`src/rtl/wm8978_pkg.sv`:
```
// Shared types and constants for the WM8978 power-up configuration sequencer.
package wm8978_pkg;

  typedef enum logic [2:0] {
    PWR_WAIT,
    ISSUE,
    WAIT,
    FAIL,
    NEXT,
    GAP,
    DONE,
    ERR
  } state_t;

  localparam int REG_NUM = 12;

  localparam logic [6:0] ADDR_R0  = 7'd0;
  localparam logic [6:0] ADDR_R1  = 7'd1;
  localparam logic [6:0] ADDR_R2  = 7'd2;
  localparam logic [6:0] ADDR_R3  = 7'd3;
  localparam logic [6:0] ADDR_R4  = 7'd4;
  localparam logic [6:0] ADDR_R6  = 7'd6;
  localparam logic [6:0] ADDR_R7  = 7'd7;
  localparam logic [6:0] ADDR_R14 = 7'd14;
  localparam logic [6:0] ADDR_R44 = 7'd44;
  localparam logic [6:0] ADDR_R45 = 7'd45;
  localparam logic [6:0] ADDR_R46 = 7'd46;
  localparam logic [6:0] ADDR_R47 = 7'd47;

  // Audio interface word-length field of R4; unsupported lengths fall back to 32 bit.
  function automatic logic [1:0] wl_code(input logic [5:0] wl);
    case (wl)
      6'd16:   return 2'b00;
      6'd20:   return 2'b01;
      6'd24:   return 2'b10;
      default: return 2'b11;
    endcase
  endfunction

endpackage

```
`src/rtl/wm8978_cfg_seq_if.sv`:
```
// Write-request handshake between the configuration sequencer and the I2C master.
interface wm8978_cfg_seq_if;
  logic        i2c_exec;
  logic [15:0] i2c_data;
  logic        i2c_done;
  logic        i2c_ack;

  modport master (output i2c_exec, output i2c_data, input i2c_done, input i2c_ack);
  modport slave  (input i2c_exec, input i2c_data, output i2c_done, output i2c_ack);
endinterface

```
`src/rtl/wm8978_reg_rom.sv`:
```
// Fixed power-up register table: index -> {reg_addr[6:0], reg_val[8:0]}.
module wm8978_reg_rom
  import wm8978_pkg::*;
#(
  parameter logic [5:0] WL     = 6'd32,
  parameter logic [5:0] VOLUME = 6'd48
) (
  input  logic [3:0]  idx,
  output logic [15:0] word
);

  // Table lookup; indices past the end read as zero.
  always_comb begin
    word = 16'h0000;
    case (idx)
      4'd0:    word = {ADDR_R0,  9'h000};
      4'd1:    word = {ADDR_R1,  9'h01B};
      4'd2:    word = {ADDR_R2,  9'h1B0};
      4'd3:    word = {ADDR_R3,  9'h06F};
      4'd4:    word = {ADDR_R4,  2'b00, wl_code(WL), 2'b10, 3'b000};
      4'd5:    word = {ADDR_R6,  9'h000};
      4'd6:    word = {ADDR_R7,  9'h000};
      4'd7:    word = {ADDR_R14, 9'h108};
      4'd8:    word = {ADDR_R44, 9'h033};
      4'd9:    word = {ADDR_R45, 3'b100, VOLUME};
      4'd10:   word = {ADDR_R46, 3'b100, VOLUME};
      4'd11:   word = {ADDR_R47, 9'h100};
      default: word = 16'h0000;
    endcase
  end

endmodule

```
`src/rtl/wm8978_cfg_seq.sv`:
```
// WM8978 power-up configuration sequencer.
//
//   state    | meaning
//   ---------+-------------------------------------------------------
//   PWR_WAIT | codec supply settling delay after reset
//   ISSUE    | one-cycle write request for table[reg_idx]
//   WAIT     | waiting for the I2C master's done pulse or timeout
//   FAIL     | NACK or timeout: retry same entry or give up
//   NEXT     | entry accepted, advance the index
//   GAP      | settling delay after the R0 soft reset
//   DONE     | table written, capture path may be enabled
//   ERR      | an entry ran out of retries
module wm8978_cfg_seq
  import wm8978_pkg::*;
#(
  parameter logic [5:0]  WL        = 6'd32,
  parameter logic [5:0]  VOLUME    = 6'd48,
  parameter logic [19:0] PWR_DLY   = 20'd50000,
  parameter logic [15:0] RST_GAP   = 16'd1000,
  parameter logic [19:0] TIMEOUT   = 20'd200000,
  parameter logic [1:0]  MAX_RETRY = 2'd3
) (
  input  logic                     clk,
  input  logic                     rst,
  input  logic                     reconfig,
  wm8978_cfg_seq_if.master         i2c,
  output logic                     cfg_busy,
  output logic                     cfg_done,
  output logic                     cfg_err,
  output logic [3:0]               reg_idx
);

  state_t      state;
  state_t      state_nxt;
  logic [19:0] pwr_cnt;
  logic [15:0] gap_cnt;
  logic [19:0] to_cnt;
  logic [1:0]  retry_cnt;
  logic        pwr_tc;
  logic        gap_tc;
  logic        to_tc;
  logic        retry_last;
  logic [15:0] rom_word;

  wm8978_reg_rom #(.WL(WL), .VOLUME(VOLUME)) u_rom (
    .idx  (reg_idx),
    .word (rom_word)
  );

  // Terminal counts are compared one bit wider so a zero parameter cannot wrap.
  assign pwr_tc     = ({1'b0, pwr_cnt} + 21'd1) >= {1'b0, PWR_DLY};
  assign gap_tc     = ({1'b0, gap_cnt} + 17'd1) >= {1'b0, RST_GAP};
  assign to_tc      = ({1'b0, to_cnt} + 21'd1) >= {1'b0, TIMEOUT};
  assign retry_last = ({1'b0, retry_cnt} + 3'd1) >= {1'b0, MAX_RETRY};

  // The data word follows reg_idx, which is frozen from ISSUE through WAIT.
  assign i2c.i2c_exec = (state == ISSUE);
  assign i2c.i2c_data = rom_word;
  assign cfg_busy     = (state != DONE) && (state != ERR);
  assign cfg_done     = (state == DONE);
  assign cfg_err      = (state == ERR);

  // Next-state decode; done beats a timeout landing on the same cycle.
  always_comb begin
    state_nxt = state;
    case (state)
      PWR_WAIT: if (pwr_tc) state_nxt = ISSUE;
      ISSUE:    state_nxt = WAIT;
      WAIT: begin
        if (i2c.i2c_done)  state_nxt = i2c.i2c_ack ? FAIL : NEXT;
        else if (to_tc)    state_nxt = FAIL;
      end
      FAIL:     state_nxt = retry_last ? ERR : ISSUE;
      NEXT: begin
        if (reg_idx == 4'(REG_NUM - 1)) state_nxt = DONE;
        else if (reg_idx == 4'd0)       state_nxt = GAP;
        else                            state_nxt = ISSUE;
      end
      GAP:      if (gap_tc) state_nxt = ISSUE;
      DONE,
      ERR:      if (reconfig) state_nxt = ISSUE;
      default:  state_nxt = PWR_WAIT;
    endcase
  end

  // State register plus saturating counters and table index.
  always_ff @(posedge clk) begin
    if (rst) begin
      state     <= PWR_WAIT;
      reg_idx   <= 4'd0;
      retry_cnt <= 2'd0;
      pwr_cnt   <= 20'd0;
      gap_cnt   <= 16'd0;
      to_cnt    <= 20'd0;
    end else begin
      state <= state_nxt;
      case (state)
        PWR_WAIT: if (!pwr_tc) pwr_cnt <= pwr_cnt + 20'd1;
        ISSUE:    to_cnt <= 20'd0;
        WAIT:     if (!to_tc) to_cnt <= to_cnt + 20'd1;
        FAIL:     if (retry_cnt != 2'b11) retry_cnt <= retry_cnt + 2'd1;
        NEXT: begin
          retry_cnt <= 2'd0;
          gap_cnt   <= 16'd0;
          if (reg_idx != 4'(REG_NUM - 1) && reg_idx != 4'd0) reg_idx <= reg_idx + 4'd1;
        end
        GAP: begin
          if (gap_tc) reg_idx <= 4'd1;
          else        gap_cnt <= gap_cnt + 16'd1;
        end
        DONE,
        ERR: begin
          if (reconfig) begin
            reg_idx   <= 4'd0;
            retry_cnt <= 2'd0;
          end
        end
        default: ;
      endcase
    end
  end

endmodule

```
`src/flat_wrapper.sv`:
```
// flat-port wrapper written by rule: the top's interface ports become plain ports
module wm8978_cfg_seq_flat import wm8978_pkg::*;
#(
  parameter logic [5:0]  WL        = 6'd32,
  parameter logic [5:0]  VOLUME    = 6'd48,
  parameter logic [19:0] PWR_DLY   = 20'd50000,
  parameter logic [15:0] RST_GAP   = 16'd1000,
  parameter logic [19:0] TIMEOUT   = 20'd200000,
  parameter logic [1:0]  MAX_RETRY = 2'd3
)
  (clk, rst, reconfig, cfg_busy, cfg_done, cfg_err, reg_idx, i2c_i2c_exec, i2c_i2c_data, i2c_i2c_done, i2c_i2c_ack);
  wm8978_cfg_seq_if i2c_i ();
  input  logic clk;
  input  logic rst;
  input  logic reconfig;
  output logic cfg_busy;
  output logic cfg_done;
  output logic cfg_err;
  output logic [3:0] reg_idx;
  output wire logic [$bits(i2c_i.i2c_exec)-1:0] i2c_i2c_exec;
  output wire logic [$bits(i2c_i.i2c_data)-1:0] i2c_i2c_data;
  input wire logic [$bits(i2c_i.i2c_done)-1:0] i2c_i2c_done;
  input wire logic [$bits(i2c_i.i2c_ack)-1:0] i2c_i2c_ack;
  assign i2c_i2c_exec = i2c_i.i2c_exec;
  assign i2c_i2c_data = i2c_i.i2c_data;
  assign i2c_i.i2c_done = i2c_i2c_done;
  assign i2c_i.i2c_ack = i2c_i2c_ack;
  wm8978_cfg_seq #(.WL(WL), .VOLUME(VOLUME), .PWR_DLY(PWR_DLY), .RST_GAP(RST_GAP), .TIMEOUT(TIMEOUT), .MAX_RETRY(MAX_RETRY)) u_core (.clk(clk), .rst(rst), .reconfig(reconfig), .i2c(i2c_i), .cfg_busy(cfg_busy), .cfg_done(cfg_done), .cfg_err(cfg_err), .reg_idx(reg_idx));
endmodule
```
`config.mk`:
```
export PLATFORM = sky130hd
export DESIGN_NAME = wm8978_cfg_seq_flat
export DESIGN_NICKNAME = d
export VERILOG_FILES = /design/src/rtl/wm8978_pkg.sv /design/src/rtl/wm8978_cfg_seq_if.sv /design/src/rtl/wm8978_reg_rom.sv /design/src/rtl/wm8978_cfg_seq.sv /design/src/flat_wrapper.sv
export SDC_FILE = /design/constraint.sdc
export NUM_CORES = 1
export LEC_CHECK = 0
export BUFFER_PORTS_ARGS = -buffer_cell sky130_fd_sc_hd__buf_2
export CAP_MARGIN = 20
export CORE_MARGIN = 1
export CORE_UTILIZATION = 51
export CTS_CLUSTER_DIAMETER = 50
export CTS_CLUSTER_SIZE = 16
export DETAILED_ROUTE_END_ITERATION = 10
export GPL_TIMING_DRIVEN = 0
export PLACE_DENSITY_LB_ADDON = 0.1
export SYNTH_ARGS = -nofsm -noshare
export SYNTH_HDL_FRONTEND = slang
export SYNTH_SLANG_ARGS = --single-unit
export TNS_END_PERCENT = 1
```
`constraint.sdc`:
```
create_clock -name clk -period 3.95 [get_ports clk]
set_input_delay 0.79 -clock clk [delete_from_list [all_inputs] [get_ports clk]]
set_output_delay 0.79 -clock clk [all_outputs]
set_load 0.01 [all_outputs]
```
---- Word level (Yosys, flattened, before mapping) ----
Memory sizes are Yosys's and may differ from the RTL's. A register that Yosys moved wholly into a read port is not among the register bits.
Index checks and enable logic that the tools add are counted.
storage, ports and cells
  register bits after elaboration ......... 65
  bits in read-only memories .............. 224
  input port bits ......................... 5
  memories ................................ 1
cells by class
  add/sub/neg operators ................... 9
  $lt $le $gt $ge ......................... 4
  eq/ne operators ......................... 20
  multiplexer cells ....................... 23
  bitwise gates (word level) .............. 1
  reductions and logical operators ........ 16
memories
  memory           words  width  rd ports  clocked after memory_dff  write ports  line                  source
  (no name shown)  16     14     1         1                         0            wm8978_reg_rom.sv:15  case (idx)
operators by type and width
  kind                   count
  $add 20x1->21 const B  2
  $add 20x1->20 const B  2
  $pmux 20 s2            1
  $pmux 16 s2            1
  $mux 3                 9
  $ge 21x16->1 const B   1
  $ge 21x18->1 const B   1
  $pmux 3 s7             1
  $mux 20                1
  $mux 4                 5
  $add 16x1->17 const B  1
  $ge 17x10->1 const B   1
  $add 16x1->16 const B  1
  $mux 16                1
  $eq 3x3->1 const B     4
  $pmux 4 s3             1
  $ne 2x1->1 const B     4
  $ne 2x2->1 const B     4
  $reduce_and 4->1       2
  $eq 3x2->1 const B     2
  $ne 3x3->1 const B     2
  $pmux 2 s3             1
  $reduce_and 2->1       3
  $reduce_bool 3->1      2
  17 further kinds       20

---- Depth between registers and ports, before layout ----
  word-level depth ........................ 6
  gate-level depth with buffers ........... 13
  mapped depth without buffers ............ 13

---- By module ----
Synthesis repeated with hierarchy kept, for this count alone.
second synthesis, totals
  cells, all modules ...................... 547
  area total of the unflattened synthesis .. 4220.3 um^2
modules (own cells, without submodules)
  module          times used  cells an instance  area each (um^2)  sequential area each (um^2)
  wm8978_cfg_seq  1           505                3931.3            1301.2
  wm8978_reg_rom  1           42                 289.0             0.0

---- Least setup slack after synthesis ----
No wires, ideal clock.
  path kind ............................... reg-to-reg
  from .................................... reg u_core.gap_cnt[0]
  to ...................................... reg u_core.u_rom.word[4] (netlist name)
  library setup time ...................... 0.124 ns
  data arrival time ....................... 3.031 ns
  setup slack ............................. 0.795 ns
  stages on the path, launching flop included .. 13
  buffers on the path ..................... 0
  path through ............................ dfxtp_1 ha_1 nand4_1 nor3_2 nor4bb_1 nor3_1 nor4_4 a2111oi_1 a211oi_2 inv_1 ha_1 mux2i_1 o22ai_1
between the ends
  longest elaborated chain between the ends .. 6
ends and longest elaborated chain
  what                           line                   source
  start: declaration             wm8978_cfg_seq.sv:36   logic [15:0] gap_cnt;
  start signal: assignment       wm8978_cfg_seq.sv:109  else gap_cnt <= gap_cnt + 16'd1;
  $add 16x1->17                  wm8978_cfg_seq.sv:52   assign gap_tc = ({1'b0, gap_cnt} + 17'd1) >= {1'b0, RST_GAP};
  $ge 17x10->1                   wm8978_cfg_seq.sv:52
  $ne 2x1->1 (no line)           n/a
  $reduce_and 4->1 (no line)     n/a
  $mux 4 (no line) (2 in a row)  n/a
Every way passes these cells.
A chain may end at the register's enable or synchronous reset.

---- Worst setup path in the final report ----
  from .................................... reg u_core.gap_cnt[0]
  to ...................................... reg u_core.u_rom.word[5] (netlist name)
between the ends
  longest elaborated chain between the ends .. 6
ends and longest elaborated chain
  what                           line
  $add 16x1->17                  wm8978_cfg_seq.sv:52
  $ge 17x10->1                   wm8978_cfg_seq.sv:52
  $ne 2x1->1 (no line)           n/a
  $reduce_and 4->1 (no line)     n/a
  $mux 4 (no line) (2 in a row)  n/a
Every way passes these cells.

==> impl_metrics.ini <==
[cells_and_area]
syn_to_final_growth_pct = 10.88
mostFrequentLayoutCells = dfxtp_1, nor2_1, a21oi_1
num_antenna_cells = 0
final_common_cell = dfxtp_1
drive_above_1_share = 0.1463
fin_nets = 635
utilization = 0.5818

[cts]
clk_latency_ns = 0.36
cts_hold_buffers = 0
cts_tree = done
cts_buffers = 9
h-tree-depth = 3
cts_buffer_depth = 2
cts.clk_slew.worst_paths_ns = 0.08
clock-sinks = 78
root_buffer = clkbuf_8

[yosys]
synth-edff-count = 0
ys_types = 76
synth_seq_cells = 78
yosysSeqAreaShare = 0.3413
synth-warning-count = 0
synthCells = 577
synth.top_cell.area_share = 0.3413
ys.flop_type = dfxtp_1
synth_area_um2 = 4576
async_reset_ff_frac = 0
synth.area.top_cells = dfxtp_1, a21oi_1, nor2_1, ha_1, nand2_1
synth_area_per_cell_um2 = 7.930
yosysTopAreaCell = dfxtp_1

[critical_path]
cp_max_fo = 9
required_ns = 4.18
startpoint_type = flop
crit_slowest_cell = dfxtp_1
worst_r2r_path_depth = 12
path_common_cell = ha_1
critPathMaxStageDelay_ns = 0.49
endpoint_kind = flop
worstSetupStartpoint = u_core.gap_cnt[0]
rr_endpoint = u_core.u_rom.word[5]
critical_path_class = flop to flop
crit_chain = ha_1 > nand4_1 > nor3_4 > nor4bb_1 > nor3_1 > nor4_4 > a2111oi_1 > a211oi_2 > inv_1 > ha_1 > a22oi_1 > o22ai_1
crit-reg2reg-launch = u_core.gap_cnt[0]
cp.arrival_ns = 3.88
r2r_slack_ns = 0.30

[pwr]
peakVddDrop_uv = 178.4
p_leak_nw = 1.836
pwr-share-seq = 0.547
switching_share = 0.2342
power_density_nw_per_um2 = 284.8
power_mw = 1.445
p_sw_mw = 0.3384
pwr-share-comb = 0.022
clkPwrFrac = 0.431
internal-power_mw = 1.107

[die]
fp.dieW_um = 96.72
ios = 29
fp.dieH_um = 96.72
initial_core_util = 0.5247
core_area_um2 = 8721
rows = 34
dieArea_um2 = 9355

[run_status]
status = finished, final reports clean

[detailed_routing]
route.detailed.drc = 0
viasPerCell = 5.948
drtAntennaViolNets = 0
drt-pass1-iter-count = 5
drtIter0Drc = 164
wl_per_cell_um = 15.23
routed_wl_um = 11120
vias = 4342

[timing]
skew_ns = 0.01347
setup-violations-final = 0
worst_pin_slew_ns = 0.7052
fin_crit_sh = 0.9239
slew_headroom = 0.5263
hold_viol = 0
fmax_mhz = 274.0
slew_viol_final = 0
min_period_ns = 3.649

[placement]
numPortBuffers = 26
gp_congestion = 0.8847
dp_hpwl_um = 7764

[global_route]
grt_max_degree = 14
first_global_vias = 3849
grt-ovfl-total = 0
antenna_found_initial = 0
track_usage = 0.2396
grt_pass1_wl_um = 18630

[worst_hold_path]
worstHoldEndpoint = u_core.pwr_cnt[19]
holdPathStages = 1
worstHoldStart = u_core.pwr_cnt[19]
hp-class = flop to flop

[flow_run]
maxCapViolations = 0
cell usage after synthesis, drive strengths merged, types with 2 or more instances:
| library cell | number |
|---|---|
| a2111oi | 4 |
| a211oi | 6 |
| a21o | 7 |
| a21oi | 55 |
| a311oi | 5 |
| a31o | 2 |
| a31oi | 13 |
| and2 | 12 |
| and3 | 11 |
| and4 | 5 |
| buf | 18 |
| clkbuf | 12 |
| dfxtp | 78 |
| ha | 13 |
| inv | 23 |
| mux2 | 2 |
| mux2i | 10 |
| nand2 | 44 |
| nand2b | 7 |
| nand3 | 28 |
| nand3b | 4 |
| nand4 | 12 |
| nor2 | 61 |
| nor2b | 12 |
| nor3 | 24 |
| nor3b | 6 |
| nor4 | 8 |
| o211ai | 3 |
| o21ai | 32 |
| o22ai | 10 |
| o31ai | 4 |
| or2 | 2 |
| or3 | 11 |
| or4 | 6 |
| xnor2 | 8 |
| xor2 | 2 |
per-layer routing:
metal / vias to the layer above / global-route usage / part of all wire
met4: 0 / 0.04592 / 0.010
met1: 2047 / 0.3203 / 0.47
met5: - / 0 / 0
li1: 2185 / - / -
met2: 98 / 0.3998 / 0.47
met3: 12 / 0.05130 / 0.048
worst max-delay path by stage:
stage          slack (ns)                    to  cells past startpoint
6_report             0.30  u_core.u_rom.word[5]                     12
2_1_floorplan        0.79  u_core.u_rom.word[4]                     12
4_1_cts              0.13  u_core.u_rom.word[5]                     12
3_3_place_gp         0.21  u_core.u_rom.word[5]                     12
3_5_place_dp         0.16  u_core.u_rom.word[5]                     12
5_1_grt             -0.01  u_core.u_rom.word[5]                     12
area by class of cell:
cell class	count	area, µm²
Tap cell	108	135.1
Sequential cell	78	1562
Inverter	23	88.84
Fill cell	820	3647
Buffer	29	166.4
Clock inverter	5	58.81
Multi-Input combinational cell	447	2769
Clock buffer	11	141.4
Timing Repair Buffer	29	152.6
sequential cells by signal, summed over array words and instances (netlist names):
register,count
u_core.pwr_cnt,20
u_core.to_cnt,20
u_core.gap_cnt,16
u_core.u_rom.word,13
u_core.reg_idx,4
u_core.state,3
u_core.retry_cnt,2
power by group through the flow:
stage	combinational, mW	sequential, mW	clock, mW
floorplan	0.0195	0.809	0
global placement	0.0307	0.809	0
detailed placement	0.0316	0.810	0
CTS	0.0314	0.791	0.630
global route	0.0347	0.792	0.664
finish	0.0315	0.791	0.623
worst max-delay path, delay by kind of cell, from the launching register on:
| family | cells | cell delay, ns |
|---|---|---|
| compound gates | 4 | 0.84 |
| fa+ha+maj | 2 | 0.61 |
| flops | 1 | 0.49 |
| buf+inv | 1 | 0.15 |
| simple gates | 5 | 1.43 |
kinds of logic after synthesis:
logic type	count (synthesis)	synth area share
and+or+nand+nor	258	0.3087
AOI/OAI and AO/OA	152	0.2111
DFF	78	0.3413
buffers and inverters	53	0.05660
adders and majority gates	13	0.03555
muxes	12	0.02680
xor gates and xnor gates	10	0.01914
other	1	0.0008196
through the flow:
| step | setup TNS (ns) | cells | hold WS (ns) | setup slack [ns] | instance area (µm²) |
|---|---|---|---|---|---|
| finish | 0 | 730 | 0.4747 | 0.3005 | 5074 |
| global route | -0.01121 | 730 | 0.4878 | -0.01121 | 5074 |
| CTS | 0 | 728 | 0.4774 | 0.1325 | 5045 |
| detailed placement | 0 | 712 | 0.4661 | 0.1646 | 4845 |
| global placement | 0 | 712 | 0.4618 | 0.2065 | 4845 |
| floorplan | 0 | 578 | 0.4392 | 0.7949 | 4579 |
repair_timing:
action	4_1_cts	5_1_grt
setup buffers	0	3
setup endpoints to repair	0	9
resized for setup	0	2
Power figures use the tool's default switching activity.
